--- src/rtl/flanger_pkg.sv ---
// Shared types, default widths and the saturation helper for the stereo flanger.
package flanger_pkg;

    localparam int unsigned DATA_W_DEF     = 16;
    localparam int unsigned DEPTH_LOG2_DEF = 7;
    localparam int unsigned CTRL_W_DEF     = 12;
    localparam int unsigned LFO_W_DEF      = 17;

    typedef enum logic [2:0] {
        ST_IDLE,
        ST_RD,
        ST_MIX,
        ST_WR,
        ST_OUT
    } state_e;

    // Clamp a wide signed value into the range of a w-bit signed sample.
    function automatic logic signed [31:0] sat(input logic signed [31:0] x, input int unsigned w);
        logic signed [31:0] hi;
        logic signed [31:0] lo;
        hi = (32'sd1 <<< (w - 1)) - 32'sd1;
        lo = -(32'sd1 <<< (w - 1));
        if (x > hi) begin
            return hi;
        end
        if (x < lo) begin
            return lo;
        end
        return x;
    endfunction

endpackage

--- src/rtl/flanger_stereo_core_if.sv ---
// Sample-stream bundle between the codec path and the flanger core.
interface flanger_stereo_core_if
    import flanger_pkg::*;
#(
    parameter int unsigned DATA_W = DATA_W_DEF
) ();

    logic                     in_valid;
    logic signed [DATA_W-1:0] left_in;
    logic signed [DATA_W-1:0] right_in;
    logic                     out_valid;
    logic signed [DATA_W-1:0] left_out;
    logic signed [DATA_W-1:0] right_out;
    logic                     busy;
    logic                     overrun;

    modport master (
        output in_valid, left_in, right_in,
        input  out_valid, left_out, right_out, busy, overrun
    );

    modport slave (
        input  in_valid, left_in, right_in,
        output out_valid, left_out, right_out, busy, overrun
    );

endinterface

--- src/rtl/flanger_lfo.sv ---
// Triangle LFO: phase accumulator folded into a triangle and scaled by depth into a tap delay.
module flanger_lfo
    import flanger_pkg::*;
#(
    parameter int unsigned DEPTH_LOG2 = DEPTH_LOG2_DEF,
    parameter int unsigned CTRL_W     = CTRL_W_DEF,
    parameter int unsigned LFO_W      = LFO_W_DEF
) (
    input  logic                  clk,
    input  logic                  rst,
    input  logic                  step_i,
    input  logic [CTRL_W-1:0]     rate_i,
    input  logic [CTRL_W-1:0]     depth_i,
    output logic [DEPTH_LOG2-1:0] delay_o
);

    logic [LFO_W-1:0]             phase_q;
    logic [LFO_W-1:0]             phase_d;
    logic [DEPTH_LOG2-1:0]        tri_fold;
    logic [DEPTH_LOG2+CTRL_W-1:0] scaled;

    always_comb begin
        phase_d = phase_q;
        if (step_i) begin
            phase_d = phase_q + LFO_W'(rate_i) + LFO_W'(1);
        end
    end

    always_ff @(posedge clk) begin
        if (rst) begin
            phase_q <= '0;
        end else begin
            phase_q <= phase_d;
        end
    end

    // Falling half of the triangle is the bitwise mirror of the rising half.
    always_comb begin
        tri_fold = phase_q[LFO_W-2 -: DEPTH_LOG2] ^ {DEPTH_LOG2{phase_q[LFO_W-1]}};
        scaled   = (DEPTH_LOG2+CTRL_W)'(tri_fold) * (DEPTH_LOG2+CTRL_W)'(depth_i);
        delay_o  = DEPTH_LOG2'(scaled >> CTRL_W) + DEPTH_LOG2'(1);
    end

endmodule

--- src/rtl/flanger_stereo_core.sv ---
// Stereo flanger: shared {L,R} circular delay buffer tapped by a triangle LFO, wet copy mixed onto dry.
module flanger_stereo_core
    import flanger_pkg::*;
#(
    parameter int unsigned DATA_W     = DATA_W_DEF,
    parameter int unsigned DEPTH_LOG2 = DEPTH_LOG2_DEF,
    parameter int unsigned CTRL_W     = CTRL_W_DEF,
    parameter int unsigned LFO_W      = LFO_W_DEF
) (
    input  logic              clk,
    input  logic              rst,
    flanger_stereo_core_if.slave bus,
    input  logic [CTRL_W-1:0] depth_slider,
    input  logic [CTRL_W-1:0] rate_slider,
    input  logic [CTRL_W-1:0] mix_slider,
    input  logic              fb_en
);

    localparam int unsigned DEPTH = 1 << DEPTH_LOG2;

    state_e                    state_q;
    logic signed [DATA_W-1:0]  in_l_q, in_r_q, wet_l_q, wet_r_q, out_l_q, out_r_q;
    logic [CTRL_W-1:0]         depth_q, rate_q, mix_q;
    logic                      fb_q, filled_q, busy_q, out_valid_q;
    logic [DEPTH_LOG2-1:0]     wr_ptr_q, delay, rd_addr;
    logic [2*DATA_W-1:0]       mem [DEPTH];
    logic [2*DATA_W-1:0]       rd_q;
    logic signed [DATA_W-1:0]  dly_l, dly_r, wet_l_d, wet_r_d, out_l_d, out_r_d, wr_l_d, wr_r_d;
    logic signed [DATA_W+CTRL_W:0] prod_l, prod_r;

    flanger_lfo #(
        .DEPTH_LOG2 (DEPTH_LOG2),
        .CTRL_W     (CTRL_W),
        .LFO_W      (LFO_W)
    ) u_lfo (
        .clk     (clk),
        .rst     (rst),
        .step_i  (state_q == ST_WR),
        .rate_i  (rate_q),
        .depth_i (depth_q),
        .delay_o (delay)
    );

    assign rd_addr = wr_ptr_q - delay;
    assign dly_l   = rd_q[2*DATA_W-1:DATA_W];
    assign dly_r   = rd_q[DATA_W-1:0];

    // Mix gain is unsigned, so it is widened with a zero sign bit before the signed multiply.
    always_comb begin
        prod_l  = dly_l * $signed({1'b0, mix_q});
        prod_r  = dly_r * $signed({1'b0, mix_q});
        wet_l_d = filled_q ? DATA_W'(prod_l >>> CTRL_W) : '0;
        wet_r_d = filled_q ? DATA_W'(prod_r >>> CTRL_W) : '0;
        out_l_d = DATA_W'(sat(32'(in_l_q) + 32'(wet_l_q), DATA_W));
        out_r_d = DATA_W'(sat(32'(in_r_q) + 32'(wet_r_q), DATA_W));
        wr_l_d  = in_l_q;
        wr_r_d  = in_r_q;
        if (fb_q && filled_q) begin
            wr_l_d = DATA_W'(sat(32'(in_l_q) + 32'(dly_l >>> 1), DATA_W));
            wr_r_d = DATA_W'(sat(32'(in_r_q) + 32'(dly_r >>> 1), DATA_W));
        end
    end

    always_ff @(posedge clk) begin
        if (state_q == ST_RD) begin
            rd_q <= mem[rd_addr];
        end
        if (!rst && state_q == ST_WR) begin
            mem[wr_ptr_q] <= {wr_l_d, wr_r_d};
        end
    end

    always_ff @(posedge clk) begin
        if (rst) begin
            state_q     <= ST_IDLE;
            in_l_q      <= '0;
            in_r_q      <= '0;
            wet_l_q     <= '0;
            wet_r_q     <= '0;
            out_l_q     <= '0;
            out_r_q     <= '0;
            depth_q     <= '0;
            rate_q      <= '0;
            mix_q       <= '0;
            fb_q        <= 1'b0;
            filled_q    <= 1'b0;
            busy_q      <= 1'b0;
            out_valid_q <= 1'b0;
            wr_ptr_q    <= '0;
        end else begin
            out_valid_q <= 1'b0;
            case (state_q)
                ST_IDLE: begin
                    if (bus.in_valid) begin
                        in_l_q  <= bus.left_in;
                        in_r_q  <= bus.right_in;
                        depth_q <= depth_slider;
                        rate_q  <= rate_slider;
                        mix_q   <= mix_slider;
                        fb_q    <= fb_en;
                        busy_q  <= 1'b1;
                        state_q <= ST_RD;
                    end
                end
                ST_RD:  state_q <= ST_MIX;
                ST_MIX: begin
                    wet_l_q <= wet_l_d;
                    wet_r_q <= wet_r_d;
                    state_q <= ST_WR;
                end
                ST_WR: begin
                    out_l_q     <= out_l_d;
                    out_r_q     <= out_r_d;
                    out_valid_q <= 1'b1;
                    wr_ptr_q    <= wr_ptr_q + DEPTH_LOG2'(1);
                    if (wr_ptr_q == '1) begin
                        filled_q <= 1'b1;
                    end
                    state_q <= ST_OUT;
                end
                ST_OUT: begin
                    busy_q  <= 1'b0;
                    state_q <= ST_IDLE;
                end
                default: state_q <= ST_IDLE;
            endcase
        end
    end

    assign bus.out_valid = out_valid_q;
    assign bus.left_out  = out_l_q;
    assign bus.right_out = out_r_q;
    assign bus.busy      = busy_q;
    assign bus.overrun   = bus.in_valid && busy_q;

endmodule

--- src/flat_wrapper.sv ---
// flat-port wrapper written by rule: the top's interface ports become plain ports
module flanger_stereo_core_flat import flanger_pkg::*;
#(
    parameter int unsigned DATA_W     = DATA_W_DEF,
    parameter int unsigned DEPTH_LOG2 = DEPTH_LOG2_DEF,
    parameter int unsigned CTRL_W     = CTRL_W_DEF,
    parameter int unsigned LFO_W      = LFO_W_DEF
)
  (clk, rst, depth_slider, rate_slider, mix_slider, fb_en, bus_in_valid, bus_left_in, bus_right_in, bus_out_valid, bus_left_out, bus_right_out, bus_busy, bus_overrun);
  flanger_stereo_core_if #(.DATA_W(DATA_W)) bus_i ();
  input  logic clk;
  input  logic rst;
  input  logic [CTRL_W-1:0] depth_slider;
  input  logic [CTRL_W-1:0] rate_slider;
  input  logic [CTRL_W-1:0] mix_slider;
  input  logic fb_en;
  input wire logic [$bits(bus_i.in_valid)-1:0] bus_in_valid;
  input wire logic [$bits(bus_i.left_in)-1:0] bus_left_in;
  input wire logic [$bits(bus_i.right_in)-1:0] bus_right_in;
  output wire logic [$bits(bus_i.out_valid)-1:0] bus_out_valid;
  output wire logic [$bits(bus_i.left_out)-1:0] bus_left_out;
  output wire logic [$bits(bus_i.right_out)-1:0] bus_right_out;
  output wire logic [$bits(bus_i.busy)-1:0] bus_busy;
  output wire logic [$bits(bus_i.overrun)-1:0] bus_overrun;
  assign bus_i.in_valid = bus_in_valid;
  assign bus_i.left_in = bus_left_in;
  assign bus_i.right_in = bus_right_in;
  assign bus_out_valid = bus_i.out_valid;
  assign bus_left_out = bus_i.left_out;
  assign bus_right_out = bus_i.right_out;
  assign bus_busy = bus_i.busy;
  assign bus_overrun = bus_i.overrun;
  flanger_stereo_core #(.DATA_W(DATA_W), .DEPTH_LOG2(DEPTH_LOG2), .CTRL_W(CTRL_W), .LFO_W(LFO_W)) u_core (.clk(clk), .rst(rst), .bus(bus_i), .depth_slider(depth_slider), .rate_slider(rate_slider), .mix_slider(mix_slider), .fb_en(fb_en));
endmodule
--- config.mk ---
export PLATFORM = sky130hd
export DESIGN_NAME = flanger_stereo_core_flat
export DESIGN_NICKNAME = d
export VERILOG_FILES = /design/src/rtl/flanger_pkg.sv /design/src/rtl/flanger_stereo_core_if.sv /design/src/rtl/flanger_lfo.sv /design/src/rtl/flanger_stereo_core.sv /design/src/flat_wrapper.sv
export SDC_FILE = /design/constraint.sdc
export NUM_CORES = 2
export LEC_CHECK = 0
export BUFFER_PORTS_ARGS = -buffer_cell sky130_fd_sc_hd__clkbuf_2
export CAP_MARGIN = 10
export CELL_PAD_IN_SITES_DETAIL_PLACEMENT = 1
export CELL_PAD_IN_SITES_GLOBAL_PLACEMENT = 2
export CORE_UTILIZATION = 41
export DETAILED_ROUTE_END_ITERATION = 10
export PLACE_DENSITY_LB_ADDON = 0.1
export SYNTH_ARGS = -nofsm -noshare
export SYNTH_HDL_FRONTEND = slang
export SYNTH_SLANG_ARGS = --single-unit
--- constraint.sdc ---
create_clock -name clk -period 26.6 [get_ports clk]
set_clock_uncertainty 0.1 [all_clocks]
set_input_delay 5.32 -clock clk [delete_from_list [all_inputs] [get_ports clk]]
set_output_delay 5.32 -clock clk [all_outputs]
set_load 0.1 [all_outputs]
==> summary.md <==
| Metric | Value |
|---|---|
| Status | finished, final reports clean |
| Post-CTS setup buffers | 0 |
| Post-synthesis area per instance | 19.9 um^2 |
| DRC violations left | 0 |
| Post-DR wirelength/cell | 34.2 um |
| Total core area | 443,000 um^2 |
| Multi-input gate area | 53,100 um^2 |
| GR Overflow Total | 0 |
| Final setup violating endpoints | 0 |
| Synthesized Nets | 9,877 |
| Die Wd | 669 um |
| DRT Pass-1 Iters | 5 |
| Most frequent cells in the layout | 4,128 x edfxtp_1, 1,281 x mux4_2, 489 x inv_1 |
| XOR/XNOR share of the synthesized area | 0.00609 |
| Post-synth ARST share | 0 |
| Worst slew margin | 0.170 |
| Vias in the first global route | 98,900 |
| Library cells used by synthesis | 80 |
| CP endpoint kind | flip-flop |
| Simple-gate area share of the yosys netlist | 0.0294 |
| Adder-Cell Fraction of Synth Area | 0.0628 |
| Final Hold Vio Count | 0 |
| First-pass GRT wire length | 761 mm |
| Max-slew violations | 0 |
| Clk Latency, worst-skew pair | 1.02 ns |
| Switching part of the total | 0.238 |
| Die area | 448,000 um^2 |
| GP Congestion | 0.778 |
| Worst reg-to-reg path cell count | 28 |
| Post-synth EDFFs | 4,128 |
| Placed Area | 193,000 um^2 |
| Post-synthesis mux area share | 0.167 |
| Psw | 3.64 mW |
| TNS Setup | 0 ns |
| Startpoint Class | flip-flop |
| Via density | 5.83 |
| Share of layout cells above drive strength 1 | 0.265 |
| Worst Hold Path EP | u_core.rate_q[0]$_SDFFE_PP0P_ |
| Fillers | 40,300 |
| Post-Route WL | 543 mm |
| Sink Count | 4,291 |
| Worst IR drop on VDD | 67.0 uV |
| # rows | 244 |
| Nets@finish | 10,300 |
| Seq/Total Area, Yosys | 0.697 |
| Slowest stage cell, crit path | fa_4 |
| Reg2reg end | u_core.rd_q[16]$_DFFE_PP_ |
| Max-Cap Viols | 0 |
| Clock power share | 0.414 |
| Crit path time final | 13.06 ns |
| Hold Path Class | flip-flop to flip-flop |
| Cells after synthesis | 9,165 |
| CTS tree | done |
| DIE HEIGHT | 669 um |
| Hold_sp | u_core.rate_q[0]$_SDFFE_PP0P_ |
| # IOs | 107 |
| Synth Area in Compound Gates | 0.0172 |
| ANT nets after route | 0 |
| All-Layer GR Usage | 0.240 |
| Kind of critical path | flip-flop to flip-flop |
| CP required | 27.21 ns |
| Num CTS Buffers | 456 |
| Root buffer cell | clkbuf_16 |
| Clock transition at path regs | 0.06 ns |
| Most common cell after layout, fill and taps aside | edfxtp_1 |
| H-tree Lvls | 5 |
| Worst Hold Depth | 2 |
| Main combinational cell family by area after synthesis | multiplexers |
| Slowest cell delay on critical path | 1.29 ns |
| Port Buf Inserts | 106 |
| Yosys top cell area share | 0.679 |
| Largest net degree at the start of global routing | 129 |
| Area grow syn2layout | 13.6% |
| Maximum clock rate | 76.6 MHz |
| Reg2reg setup slack | 13.54 ns |
| # resized after CTS | 0 |
| Power share of the combinational group | 0.094 |
| Yosys Warn Count | 0 |
| Sequential Power Share | 0.492 |
| Leading post-synthesis cells by cell area | edfxtp_1 68%, mux4_2 16%, fa_1 4.4% |
| Placed cell count | 15,000 |
| CP max FO | 68 |
| Synth Flop Type | edfxtp_1 |
| Crit share post-route | 0.491 |
| Internal | 11.6 mW |
| # hold bufs at CTS | 0 |
| Worst hold margin | 0.355 ns |
| Vias | 92,600 |
| Data arrival, critical path | 13.68 ns |
| Post-layout util | 0.469 |
| Area leader, netlist | edfxtp_1 |
| Register Area | 127,000 um^2 |
| Initial antenna violation count | 40 |
| Tightest Pin Transition | 1.25 ns |
| Clock buffer depth | 4 |
| Most used cell, CP | buf_4 |
| P_leak | 69.8 nW |
| Initial drt markers | 10,000 |
| Post-route insts no fill | 15,900 |
| HPWL Detailed | 307 mm |
| RSZ-0062 raised after global routing | no |
| Final Cell Area | 207,000 um^2 |
| Synth Cell Area | 183,000 um^2 |
| Power per cell area | 73.6 nW/um^2 |
| Seq cells post-synth | 4,291 |
| Crit Reg-Reg Startpoint | u_core.u_lfo.phase_q[16]$_SDFFE_PP0P_ |
| Initial core utilization | 0.413 |
[through the flow]
| stage | setup WS (ns) | power (mW) |
|---|---|---|
| 6_report | 13.54 | 15.3 |
| 4_1_cts | 13.40 | 15.4 |
| 3_5_place_dp | 13.37 | 9.13 |
| 2_1_floorplan | 15.12 | 8.60 |
| 5_1_grt | 12.95 | 15.8 |
| 3_3_place_gp | 13.20 | 9.10 |
[layer usage]
| metal | routed length, um | track usage |
|---|---|---|
| met5 | 0 | 0 |
| met4 | 12900 | 0.0553 |
| met3 | 33100 | 0.0331 |
| met2 | 265000 | 0.402 |
| met1 | 231000 | 0.336 |
[area by class of cell]
type                    instances  share of cell area
diodes                         21            0.000253
clock buffers                 556              0.0573
clock inverters               285              0.0139
inverters                     489             0.00885
multi-input cells            3913               0.256
flip-flops and latches       4291               0.613
well taps                    5904              0.0356
repair buffers                426              0.0147
[cell usage after synthesis, types with 69 or more instances]
library cell / count
a21oi_1: 167
and2_1: 263
buf_1: 69
buf_2: 80
clkbuf_1: 317
dfxtp_1: 163
edfxtp_1: 4128
fa_1: 402
ha_1: 238
inv_1: 489
mux2_2: 69
mux2i_1: 93
mux4_2: 1281
nand2_1: 489
nor2_1: 238
o21ai_0: 139
xnor2_1: 70
[state kept, by name, summed over array words and instances, names as in the netlist, 3 cells and up]
register	count
u_core.wet_r_q	16
u_core.state_q	3
u_core.u_lfo.phase_q	17
u_core.in_l_q	16
u_core.mem	4096
u_core.depth_q	12
u_core.rd_q	32
u_core.mix_q	12
u_core.bus.left_out	16
u_core.wet_l_q	16
u_core.wr_ptr_q	7
u_core.bus.right_out	16
u_core.rate_q	12
u_core.in_r_q	16
[power by group through the flow]
stage | clock network (mW) | logic (mW) | registers (mW)
final | 6.32 | 1.44 | 7.51
after global routing | 6.68 | 1.59 | 7.51
after CTS | 6.45 | 1.48 | 7.51
after detailed placement | 0 | 1.47 | 7.65
after global placement | 0 | 1.44 | 7.65
after floorplan | 0 | 0.916 | 7.69
[cells by family (layout without fill, tap and decap cells)]
family / Yosys count / after routing
buf+inv: 961 / 1756
flops: 4291 / 4291
other cells: 0 / 21
simple gates: 1154 / 1154
fa+ha+maj: 684 / 684
compound gates: 507 / 507
mux: 1444 / 1444
xor+xnor: 124 / 124
[worst max path at each step]
stage / end / slack (ns) / start / cells after the start
4_1_cts: u_core.rd_q[16]$_DFFE_PP_ / 13.40 / u_core.u_lfo.phase_q[16]$_SDFFE_PP0P_ / 28
3_5_place_dp: u_core.rd_q[16]$_DFFE_PP_ / 13.37 / u_core.u_lfo.phase_q[16]$_SDFFE_PP0P_ / 28
5_1_grt: u_core.rd_q[16]$_DFFE_PP_ / 12.95 / u_core.u_lfo.phase_q[16]$_SDFFE_PP0P_ / 28
6_report: u_core.rd_q[16]$_DFFE_PP_ / 13.54 / u_core.u_lfo.phase_q[16]$_SDFFE_PP0P_ / 28
3_3_place_gp: u_core.rd_q[16]$_DFFE_PP_ / 13.20 / u_core.u_lfo.phase_q[16]$_SDFFE_PP0P_ / 28
2_1_floorplan: bus_overrun / 15.12 / bus_in_valid / 1
[critical path, delay by kind of cell, from the launching register on]
family | cells | cell delay [ns]
buffers and inverters | 8 | 4.37
AND/OR/NAND/NOR | 3 | 0.45
XOR/XNOR | 2 | 1.12
adder cells (fa/ha/maj) | 7 | 3.71
AO/OA/AOI/OAI | 4 | 0.92
multiplexers | 4 | 1.22
flip-flops | 1 | 0.57
Power figures use the tool's default switching activity.
